==> src/rtl/display_scan_if.sv <==
// ============================================================================
// Module   : display_scan_if
// Brief    : BCD digit inputs and multiplexed 7-segment outputs of display_scan.
// Revision : 1.0
// ============================================================================
`default_nettype none

interface display_scan_if;
    logic       enable;
    logic [3:0] dig0;
    logic [3:0] dig1;
    logic [3:0] dig2;
    logic [3:0] dig3;
    logic [3:0] display_colune;
    logic [6:0] display_data;
    logic       frame_start;

    modport master (
        output enable, dig0, dig1, dig2, dig3,
        input  display_colune, display_data, frame_start
    );

    modport slave (
        input  enable, dig0, dig1, dig2, dig3,
        output display_colune, display_data, frame_start
    );
endinterface

`default_nettype wire

==> src/rtl/display_scan.sv <==
// ============================================================================
// Module   : display_scan
// Brief    : 4-digit 7-segment scanner with per-slot dark interval, per-frame
//            digit snapshot and leading-zero blanking of the tens digits.
// Revision : 1.0
// ============================================================================
`default_nettype none

module display_scan #(
    parameter int SCAN_DIV     = 12500,
    parameter int BLANK_CYCLES = 64,
    parameter int LZ_BLANK     = 1
) (
    input  wire logic      clk,
    input  wire logic      reset,
    display_scan_if.slave  bus
);

    localparam int            CW         = (SCAN_DIV > 1) ? $clog2(SCAN_DIV) : 1;
    localparam logic [CW-1:0] C_CNT_LAST = CW'(SCAN_DIV - 1);
    localparam logic [CW-1:0] C_BLANK    = CW'(BLANK_CYCLES);
    localparam logic [6:0]    C_SEG_OFF  = 7'b1111111;

    logic [CW-1:0]       cnt_q,    cnt_d;
    logic [1:0]          slot_q,   slot_d;
    logic [3:0][3:0]     snap_q,   snap_d;
    logic [3:0]          colune_q, colune_d;
    logic [6:0]          data_q,   data_d;
    logic                fs_q,     fs_d;

    logic                w_tick;
    logic [3:0]          w_digit;
    logic                w_lz;

    function automatic logic [6:0] seg_decode(input logic [3:0] d);
        logic [6:0] s;
        case (d)
            4'd0:    s = 7'b0000001;
            4'd1:    s = 7'b1001111;
            4'd2:    s = 7'b0010010;
            4'd3:    s = 7'b0000110;
            4'd4:    s = 7'b1001100;
            4'd5:    s = 7'b0100100;
            4'd6:    s = 7'b0100000;
            4'd7:    s = 7'b0001111;
            4'd8:    s = 7'b0000000;
            4'd9:    s = 7'b0000100;
            default: s = 7'b1111110;
        endcase
        return s;
    endfunction

    assign w_tick  = (cnt_q == C_CNT_LAST);
    assign w_digit = snap_q[slot_q];
    // Even slots hold the tens digits; a zero there is suppressed but the column stays driven.
    assign w_lz    = (LZ_BLANK != 0) && !slot_q[0] && (w_digit == 4'd0);

    always_comb begin
        cnt_d    = cnt_q;
        slot_d   = slot_q;
        snap_d   = snap_q;
        colune_d = 4'b0000;
        data_d   = C_SEG_OFF;
        fs_d     = 1'b0;

        if (!bus.enable) begin
            cnt_d  = '0;
            slot_d = 2'd0;
            snap_d = {bus.dig3, bus.dig2, bus.dig1, bus.dig0};
        end else begin
            if (w_tick) begin
                cnt_d  = '0;
                slot_d = slot_q + 2'd1;
                if (slot_q == 2'd3) begin
                    snap_d = {bus.dig3, bus.dig2, bus.dig1, bus.dig0};
                    fs_d   = 1'b1;
                end
            end else begin
                cnt_d = cnt_q + 1'b1;
            end

            if (cnt_q >= C_BLANK) begin
                colune_d = 4'b1000 >> slot_q;
                data_d   = w_lz ? C_SEG_OFF : seg_decode(w_digit);
            end
        end
    end

    always_ff @(posedge clk or posedge reset) begin
        if (reset) begin
            cnt_q    <= '0;
            slot_q   <= 2'd0;
            snap_q   <= '0;
            colune_q <= 4'b0000;
            data_q   <= C_SEG_OFF;
            fs_q     <= 1'b0;
        end else begin
            cnt_q    <= cnt_d;
            slot_q   <= slot_d;
            snap_q   <= snap_d;
            colune_q <= colune_d;
            data_q   <= data_d;
            fs_q     <= fs_d;
        end
    end

    assign bus.display_colune = colune_q;
    assign bus.display_data   = data_q;
    assign bus.frame_start    = fs_q;

endmodule

`default_nettype wire

==> src/flat_wrapper.sv <==
// flat-port wrapper written by rule: the top's interface ports become plain ports
module display_scan_flat 
#(
    parameter int SCAN_DIV     = 12500,
    parameter int BLANK_CYCLES = 64,
    parameter int LZ_BLANK     = 1
)
  (clk, reset, bus_enable, bus_dig0, bus_dig1, bus_dig2, bus_dig3, bus_display_colune, bus_display_data, bus_frame_start);
  display_scan_if bus_i ();
  input  wire logic clk;
  input  wire logic reset;
  input wire logic [$bits(bus_i.enable)-1:0] bus_enable;
  input wire logic [$bits(bus_i.dig0)-1:0] bus_dig0;
  input wire logic [$bits(bus_i.dig1)-1:0] bus_dig1;
  input wire logic [$bits(bus_i.dig2)-1:0] bus_dig2;
  input wire logic [$bits(bus_i.dig3)-1:0] bus_dig3;
  output wire logic [$bits(bus_i.display_colune)-1:0] bus_display_colune;
  output wire logic [$bits(bus_i.display_data)-1:0] bus_display_data;
  output wire logic [$bits(bus_i.frame_start)-1:0] bus_frame_start;
  assign bus_i.enable = bus_enable;
  assign bus_i.dig0 = bus_dig0;
  assign bus_i.dig1 = bus_dig1;
  assign bus_i.dig2 = bus_dig2;
  assign bus_i.dig3 = bus_dig3;
  assign bus_display_colune = bus_i.display_colune;
  assign bus_display_data = bus_i.display_data;
  assign bus_frame_start = bus_i.frame_start;
  display_scan #(.SCAN_DIV(SCAN_DIV), .BLANK_CYCLES(BLANK_CYCLES), .LZ_BLANK(LZ_BLANK)) u_core (.clk(clk), .reset(reset), .bus(bus_i));
endmodule
==> config.mk <==
export PLATFORM = sky130hd
export DESIGN_NAME = display_scan_flat
export DESIGN_NICKNAME = d
export VERILOG_FILES = /design/src/rtl/display_scan_if.sv /design/src/rtl/display_scan.sv /design/src/flat_wrapper.sv
export SDC_FILE = /design/constraint.sdc
export NUM_CORES = 1
export LEC_CHECK = 0
export CORE_MARGIN = 2
export CORE_UTILIZATION = 54
export DETAILED_ROUTE_END_ITERATION = 10
export GPL_TIMING_DRIVEN = 0
export PLACE_DENSITY = 0.83
export SKIP_LAST_GASP = 1
export SYNTH_ARGS = -nofsm -noshare
export SYNTH_HDL_FRONTEND = slang
export SYNTH_SLANG_ARGS = --single-unit
==> constraint.sdc <==
create_clock -name clk -period 2.3 [get_ports clk]
set_input_delay 0.69 -clock clk [delete_from_list [all_inputs] [get_ports clk]]
set_output_delay 0.69 -clock clk [all_outputs]
set_load 0.03 [all_outputs]
==> summary.txt <==
Synth
  • Yosys Warn Count: 0
  • Async S/R FF share, synth: 1.00
  • Distinct cell type count after synthesis: 37
  • Synthesized cell area: around 2200 sq um
  • Register area share after synthesis: 0.503
  • Post-synth EDFFs: 0
  • Top-count cell post-synth: dfrtp_1
  • Yosys top cell area share: 0.420
  • Most used flip-flop cell after synthesis: dfrtp_1
  • Total nets after synthesis: 215
  • Dominant cell type by area after synthesis: dfrtp_1
  • Top post-synthesis cells by count: dfrtp_1 (37), mux2_2 (16), nor2_1 (13)
  • Post-synthesis sequential element count: between 40 and 50
  • Syn Inst Count: 184
  • Synth area leaders: dfrtp_1 (42%), dfstp_2 (8.3%), mux2_2 (8.2%), ha_1 (6.8%), mux4_2 (4.1%)
  • Syn Area/Cell: about 12 sq um

Critical path
  • Crit-path cells: clkdlybuf4s50_1
  • Crit start category: flop
  • Slowest cell on crit path: clkdlybuf4s50_1
  • CP required: roughly 1600 ps
  • Crit-path leading delay family: buffers and inverters
  • Crit path capture type: output port
  • CP bufs+invs: 1
  • Slowest stage delay, CP: ~660 ps
  • Worst EP arrival: ~1500 ps
  • R2R setup slack: about 150 ps
  • CP Class: reg2out
  • Max FO, Critical Path: 1

Placed design
  • Port Buffers: 30
  • Post-DP Area: 2570 sq um
  • DPL Wire Length: approximately 2700 um
  • GP Congestion: just over 0.8

Routing
  • Total wire length: roughly 3800 um
  • Vias/cell: 5.32
  • DRC viols: 0
  • Iteration-0 DRC count of the detailed router: 85
  • Via Count: 1468
  • Drt first pass iters: 4
  • Post-route ant nets: 0
  • Wire length per cell: 13.9 um

STA
  • Setup violators final: 0
  • Slew Viols, Final: 0
  • Relative slew slack: 0.429
  • Fmax: 0.462 GHz
  • Worst Clk Skew: a little over 8 ps
  • Final Hold Vio Count: 0
  • Worst-margin pin slew: 856 ps
  • Min Hold Slack: 505 ps
  • Minimum clock period: 2170 ps
  • Tcrit/Tclk final: 0.941
  • Unrepaired setup endpoints after global routing: false

Layout
  • Number of diodes: 0
  • Fill cells: between 200 and 300
  • Area delta synth->final: 25.1%
  • Layout cell share with drive strength beyond 1: 0.226
  • Design Area, Final: 2760 sq um
  • Layout Nets: about 260
  • Core Util, Final: 0.695

Power
  • Total power: 1820 uW
  • P_leak: roughly 0.0012 uW
  • PwrDens: between 600 and 700 nW/um^2
  • VDD IR-drop max: 394 uV

Floorplan
  • Full die area: around 4600 sq um
  • # IOs: 31
  • Die X-Extent: around 68 um
  • Die Y: 67.9 um
  • Core ar.: roughly 4000 sq um
  • Row Count: 23
  • Initial Util: 0.555

Min path
  • Worst Hold Class: reg2reg

Global route
  • Largest net degree at the start of global routing: 45
  • GRT Overall Usage: 0.184
  • First-pass GRT wire length: between 6000 and 7000 um
  • Antenna violations before repair: 0
  • Vias in the first global route: around 1300
  • Gr ovfl total: 0

Clock network
  • Clk root buf: clkbuf_8
  • Clk_lat worst skew: around 300 ps
  • CTS tree: yes
  • Worst-path clk slew: approximately 80 ps
  • Clock sinks: 44
  • H-tree levels: 2
  • Max clock buf depth: 2
  • TritonCTS buffer count: 5

Outcome
  • Run status: finished clean

Flow run
  • Max cap viols: 0
==> registers in the layout, indices dropped and copies added (netlist names) <==
name / count
u_core.bus.frame_start: 1
u_core.bus.display_colune: 4
u_core.snap_q: 16
u_core.cnt_q: 14
u_core.slot_q: 2
u_core.bus.display_data: 7
==> timing repair <==
action / 4_1_cts / 5_1_grt
setup endpoints to repair: 0 / 1
hold buffers: 0 / 0
gates resized for setup: 0 / 2
hold endpoints to repair: 0 / 0
buffers inserted: 0 / 4
==> final timing paths <==
path / from / endpoint / cells past startpoint
worst max register to register: u_core.slot_q[0] / u_core.bus.display_data[3] / 8
worst min-delay path: u_core.cnt_q[0] / u_core.cnt_q[0] / 1
max in group asynchronous: reset / u_core.slot_q[1] / 2
worst min register to register: u_core.cnt_q[0] / u_core.cnt_q[0] / 1
min in group asynchronous: reset / u_core.bus.display_colune[1] / 2
worst max-delay path: u_core.bus.display_data[4] / bus_display_data[4] / 1
==> worst register-to-register path: cells and delay by family, from the launching register on <==
family	cells	cell delay (ps)
and+or+nand+nor	2	340
adders and majority gates	1	220
DFF	1	400
muxes	2	680
AOI/OAI and AO/OA	1	140
buffers and inverters	2	310
==> stage by stage <==
| stage | TNS (ps) | std cells | setup WS [ps] |
|---|---|---|---|
| finish | 0 | 276 | 135 |
| global route | 0 | 276 | 9.37 |
| CTS | 0 | 272 | 82.0 |
| detailed placement | -92.1 | 264 | -92.1 |
| global placement | -8390 | 264 | -227 |
| floorplan | 0 | 184 | 362 |
==> per-layer routing <==
| metal | routed length, um | part of all wire | GRT usage |
|---|---|---|---|
| met1 | 1760 | 0.46 | 0.268 |
| met2 | 1870 | 0.49 | 0.277 |
| met3 | 143 | 0.037 | 0.0444 |
| met4 | 54 | 0.014 | 0.0525 |
| met5 | 0 | 0 | 0 |
==> power breakdown <==
| group | switching, uW | leakage [uW] | internal (uW) |
|---|---|---|---|
| sequential | 17.6 | 0.000551 | 806 |
| clock | 265 | 0.0000784 | 543 |
| combinational | 88.3 | 0.000556 | 102 |
| total | 370 | 0.00119 | 1450 |
==> kinds of logic after synthesis <==
group                    share of synthesized area
multiplexers                                 0.132
AO/OA/AOI/OAI                               0.0539
flip-flops                                   0.503
adder cells (fa/ha/maj)                     0.0681
XOR/XNOR                                    0.0397
buffers and inverters                       0.0329
AND/OR/NAND/NOR                              0.170
==> layout make-up <==
type / instances / area, sq um / share of cell area
buffer: 5 / 35.0 / 0.0127
clock inverter: 3 / 90.1 / 0.0327
clock buffer: 5 / 68.8 / 0.0249
tap: 50 / 62.6 / 0.0227
inverter: 10 / 37.5 / 0.0136
sequential: 44 / 1110 / 0.402
multi-input combinational: 125 / 1020 / 0.371
timing repair buffer: 34 / 330 / 0.120
==> cell usage in the layout (no fill, tap or decap), types with 7 or more instances in the layout <==
cell / instances
dfrtp_1: 37
clkdlybuf4s50_1: 30
mux2_2: 16
nor2_1: 13
ha_1: 11
a21oi_1: 9
nand2_1: 9
and2_1: 8
inv_1: 8
xor2_1: 8
dfstp_2: 7
(Power assumes the default switching activity.)
